===== config.mk =====
export PLATFORM = sky130hd
export DESIGN_NAME = q_pulse_meas
export DESIGN_NICKNAME = d
export VERILOG_FILES = /design/src/rtl/q_pulse_meas.sv
export SDC_FILE = /design/constraint.sdc
export NUM_CORES = 1
export LEC_CHECK = 0
export ABC_AREA = 1
export CAP_MARGIN = 0
export CORE_UTILIZATION = 55
export DETAILED_ROUTE_END_ITERATION = 12
export PLACE_DENSITY = 0.87
export SLEW_MARGIN = 0
export SYNTH_ARGS = -nofsm -noshare
export SYNTH_HDL_FRONTEND = slang
export SYNTH_SLANG_ARGS = --single-unit

===== constraint.sdc =====
create_clock -name clk -period 2.4 [get_ports clk]
set_input_delay 0.36 -clock clk [delete_from_list [all_inputs] [get_ports clk]]
set_output_delay 0.36 -clock clk [all_outputs]
set_load 0.01 [all_outputs]

===== src/rtl/q_pulse_meas.sv =====
`default_nettype none
// ============================================================================
// q_pulse_meas : counts rising edges of an async pulse train, ends each train
//                on a watchdog gap and reports count * Q_PER_PULSE (saturated).
// Revision     : 1.0
// ============================================================================
module q_pulse_meas #(
  parameter int BUS_WIDTH     = 10,
  parameter int WTD_BUS_WIDTH = 3,
  parameter int Q_PER_PULSE   = 3
) (
  input  logic                 clk,
  input  logic                 rst_n,
  input  logic                 enable,
  input  logic                 start,
  input  logic                 q_serialized,
  output logic [BUS_WIDTH-1:0] q_measured,
  output logic                 ready,
  output logic                 overflow
);

  localparam int PROD_W = BUS_WIDTH + $clog2(Q_PER_PULSE + 1);
  // One counter serves both the end-of-train gap and the longer arm timeout.
  localparam int WD_W   = WTD_BUS_WIDTH + 2;
  localparam logic [WD_W-1:0]      GAP_LAST = WD_W'((2 ** WTD_BUS_WIDTH) - 2);
  localparam logic [WD_W-1:0]      ARM_LAST = WD_W'((4 * (2 ** WTD_BUS_WIDTH)) - 1);
  localparam logic [BUS_WIDTH-1:0] CNT_MAX  = '1;
  localparam logic [PROD_W-1:0]    PROD_MAX = PROD_W'(CNT_MAX);
  localparam logic [PROD_W-1:0]    Q_SCALE  = PROD_W'(Q_PER_PULSE);

  typedef enum logic [1:0] {
    S_IDLE  = 2'd0,
    S_ARMED = 2'd1,
    S_COUNT = 2'd2,
    S_DONE  = 2'd3
  } state_t;

  state_t               state_q, state_d;
  logic                 sync_meta_q, sync_meta_d;
  logic                 sync_q, sync_d;
  logic                 sync_dly_q, sync_dly_d;
  logic                 edge_q, edge_d;
  logic [BUS_WIDTH-1:0] cnt_q, cnt_d;
  logic [WD_W-1:0]      wd_q, wd_d;
  logic [BUS_WIDTH-1:0] q_measured_q, q_measured_d;
  logic                 ready_q, ready_d;
  logic                 overflow_q, overflow_d;
  logic [PROD_W-1:0]    prod;
  logic                 run;

  always_comb begin
    sync_meta_d = q_serialized;
    sync_d      = sync_meta_q;
    sync_dly_d  = sync_q;
    edge_d      = sync_q & ~sync_dly_q;
  end

  assign prod = PROD_W'(cnt_q) * Q_SCALE;
  assign run  = enable & start;

  always_comb begin
    state_d      = state_q;
    cnt_d        = cnt_q;
    wd_d         = wd_q;
    q_measured_d = q_measured_q;
    overflow_d   = overflow_q;
    ready_d      = 1'b0;

    if (!run) begin
      state_d = S_IDLE;
      cnt_d   = '0;
      wd_d    = '0;
    end else begin
      case (state_q)
        S_IDLE: begin
          state_d = S_ARMED;
          cnt_d   = '0;
          wd_d    = '0;
        end
        S_ARMED: begin
          if (edge_q) begin
            state_d = S_COUNT;
            cnt_d   = BUS_WIDTH'(1);
            wd_d    = '0;
          end else if (wd_q == ARM_LAST) begin
            state_d = S_DONE;
          end else begin
            wd_d = wd_q + WD_W'(1);
          end
        end
        S_COUNT: begin
          // An edge coinciding with gap expiry keeps the train alive.
          if (edge_q) begin
            cnt_d = (cnt_q == CNT_MAX) ? cnt_q : cnt_q + BUS_WIDTH'(1);
            wd_d  = '0;
          end else if (wd_q == GAP_LAST) begin
            state_d = S_DONE;
          end else begin
            wd_d = wd_q + WD_W'(1);
          end
        end
        S_DONE: begin
          // A train starting right in the report cycle is not lost.
          if (edge_q) begin
            state_d = S_COUNT;
            cnt_d   = BUS_WIDTH'(1);
          end else begin
            state_d = S_ARMED;
            cnt_d   = '0;
          end
          wd_d = '0;
        end
        default: begin
          state_d = S_IDLE;
          cnt_d   = '0;
          wd_d    = '0;
        end
      endcase
    end

    if (state_d == S_DONE) begin
      ready_d      = 1'b1;
      overflow_d   = (prod > PROD_MAX);
      q_measured_d = (prod > PROD_MAX) ? CNT_MAX : prod[BUS_WIDTH-1:0];
    end
  end

  always_ff @(posedge clk or negedge rst_n) begin
    if (!rst_n) begin
      state_q      <= S_IDLE;
      sync_meta_q  <= 1'b0;
      sync_q       <= 1'b0;
      sync_dly_q   <= 1'b0;
      edge_q       <= 1'b0;
      cnt_q        <= '0;
      wd_q         <= '0;
      q_measured_q <= '0;
      ready_q      <= 1'b0;
      overflow_q   <= 1'b0;
    end else begin
      state_q      <= state_d;
      sync_meta_q  <= sync_meta_d;
      sync_q       <= sync_d;
      sync_dly_q   <= sync_dly_d;
      edge_q       <= edge_d;
      cnt_q        <= cnt_d;
      wd_q         <= wd_d;
      q_measured_q <= q_measured_d;
      ready_q      <= ready_d;
      overflow_q   <= overflow_d;
    end
  end

  assign q_measured = q_measured_q;
  assign ready      = ready_q;
  assign overflow   = overflow_q;

endmodule
`default_nettype wire


==> flow_summary.toml <==
[logic_synthesis]
ys_ff_latch = 33
yosys-top-cells-area = "dfrtp_1 38%, nand2_1 13%, ha_1 10%, nor2_1 7.9%, inv_1 6.9%"
synth_xor_area_share_pct = 1.20
syn-cell-area_mm2 = 0.00218
postSynthAreaPerCell_um2 = 7.37
ys_warn_count = 0
synth_top_area_cell = "dfrtp_1"
synth_compound_area_share_pct = 8.84
netlist_instances = 296
synth_top_area_share_pct = 37.9
syn_nets = 320
yosys.area_share.simple_pct = 32.9
synth_cell_type_count = 31
synthAdderAreaFrac_pct = 11.2
synth_top_family_by_area = "simple AND/OR/NAND/NOR gates"
synth_mux_area_share_pct = 0
yosysSeqAreaShare_pct = 37.9

[pwr]
p_clk_share_pct = 40.1
p_sw_share_pct = 23.1
seqPwrFrac_pct = 51.4
powerDensity_mw_per_mm2 = 460
p_leak_nw = 1.29
combPwrFrac_pct = 8.5
p_int_uw = 883
peakVddDrop_mv = 0.289
power.switching_uw = 266

[grt]
grt_pass1_wl_mm = 7.63
grt_use_total_pct = 23.6
grt_pass1_vias = 1775
antenna_found_initial = 0
gr-total-overflow = 0
grt_max_degree = 34

[sta]
timing.setup.tns_ns = 0
min_period_ns = 2.08
finalMaxSlewViolations = 0
clock.fmax_mhz = 481
finalHoldViolCount = 0
post-route-period-util_pct = 86.5
rsz0062_at_grt = "false"
max-slew-margin-rel_pct = 70.8
tightest_slew_ns = 0.438
setup_viol = 0
hold_slack_ns = 0.350
finClkSkew_ns = 0.00719

[floorplan]
start_util_pct = 58.3
fp.dieH_um = 65.0
core_mm2 = 0.00374
die_area_mm2 = 0.00422
row_count = 22
ios = 17
fp.dieW_um = 65.0

[critical_path]
rrSetupSlack_ns = 0.32
crit_required_ns = 2.57
crit_path_cell_trace = "ha_1, inv_1, nor3_1, ha_1, inv_1, nand2_1, a21oi_1, nand2_1, nand2_2, a21oi_4, inv_1, nand2_1, nand3_1"
end_kind = "flop"
crit_family = "simple AND/OR/NAND/NOR gates"
crit_buf_inv = 3
crit_slowest_cell = "dfrtp_1"
worst_setup_path_start_kind = "flop"
crit_arrival_ns = 2.24
crit_fanout = 18
critPathKind = "reg -> reg"
cp_slowest_stage_delay_ns = 0.38

[routing]
drcViolationCount = 0
drt-total-wl_mm = 4.23
num_vias = 1933
dr.pass1.iters = 5
routed_via_density = 5.25
routedWlPerCell_um = 11.5
drt_iter0_markers = 134
ant_nets = 0

[placed_design]
place_area_mm2 = 0.00240
portBuffers = 16
place_congestion = 0.907
dp_cells = 360
dp_hpwl_mm = 3.23

[clocking]
insertion_delay_ns = 0.29
cts_tree = "built"
cts.reportedPaths.clkPinSlew_ns = 0.07
postCtsSetupBuffers = 0
htree_num_levels = 2
cts-root-buf = "clkbuf_8"
cts_resized = 0
numCtsBuffers = 5
cts_sinks = 33
cts_buffer_depth = 2
hold_buffers = 0

[final_layout]
nets = 343
final_common_cell = "nand2_1"
final_cell_mix = "77 x nand2_1, 46 x nor2_1, 40 x inv_1"
seqCellArea_um2 = 826
fill_cells = 333
multi_input_area_mm2 = 0.00118
design_area_mm2 = 0.00250
fin_cells = 368
area_delta_synth_final_pct = 14.7
antenna_cells = 0
drive_gt1_share_pct = 7.19

[min_path]
min-delay-path-class = "reg -> reg"

[run_status]
status = "finished clean"

[job]
max-cap-violations = 0
[cells in the mapped netlist, drive strengths merged]
cell type	n
nand2	81
nor2	46
inv	41
dfrtp	33
nand3	23
ha	18
a21oi	15
o21ai	9
nand4	8
nor3	4
a21boi	2
buf	2
o22ai	2
or2	2
xnor2	2
a21o	1
and2	1
and3	1
fa	1
nor3b	1
o21a	1
o21bai	1
xor2	1
[metal layers]
layer	track usage, %	vias up	part of all wire [%]
met5	0	-	0
met4	8.33	0	1.6
met3	5.99	8	4.5
met2	38.0	42	46
met1	30.5	889	48
li1	-	994	-
[worst reg2reg max path: cells and delay by family (launching register included)]
family                   cells  cell delay, ns
AND/OR/NAND/NOR              6            0.51
adder cells (fa/ha/maj)      2            0.39
flip-flops                   1            0.38
AO/OA/AOI/OAI                2            0.42
buffers and inverters        3            0.27
[kinds of logic after synthesis]
| group | count (synthesis) |
|---|---|
| and+or+nand+nor | 167 |
| adders and majority gates | 19 |
| xor gates and xnor gates | 3 |
| AOI/OAI and AO/OA | 31 |
| buffers and inverters | 43 |
| DFF | 33 |
[power groups by stage]
stage	Combinational, mW	Sequential (mW)	Clock [mW]
finish	0.0976	0.591	0.460
detailed placement	0.0983	0.602	0
floorplan	0.0402	0.606	0
CTS	0.0988	0.591	0.472
global route	0.111	0.593	0.491
global placement	0.0964	0.601	0
[final cells by class]
cell class                 count  share of cell area [%]
multi-input combinational    220                    47.3
tap                           48                    2.40
clock inverter                 1                   0.200
clock buffer                   7                    3.85
inverter                      41                    6.25
timing repair buffer          18                    7.00
sequential                    33                    33.0
[final timing paths]
kind | end | from | depth (start not counted)
setup / recovery | q_measured[1]$_DFFE_PN0N_ | wd_q[1]$_DFFE_PN0P_ | 13
setup reg to reg | q_measured[1]$_DFFE_PN0N_ | wd_q[1]$_DFFE_PN0P_ | 13
hold reg to reg | sync_dly_d$_DFF_PN0_ | sync_d$_DFF_PN0_ | 0
hold / removal | sync_dly_d$_DFF_PN0_ | sync_d$_DFF_PN0_ | 0
min in group asynchronous | cnt_q[4]$_DFFE_PN0P_ | rst_n | 2
max in group asynchronous | q_measured[6]$_DFFE_PN0N_ | rst_n | 2
[flip-flops by register name, indices dropped and copies added, names as in the netlist, 2 cells and up]
name / count
cnt_q: 10
q_measured: 10
wd_q: 5
state_q: 2
[through the flow]
stage | setup WS (ns) | total power [mW] | util (%)
2_1_floorplan | 0.562 | 0.647 | -
3_3_place_gp | 0.391 | 0.697 | 64.1
3_5_place_dp | 0.329 | 0.700 | 64.1
4_1_cts | 0.320 | 1.16 | 66.8
5_1_grt | 0.0803 | 1.20 | 66.8
6_report | 0.323 | 1.15 | 66.8
No activity file was read; power rests on OpenSTA's default activity.
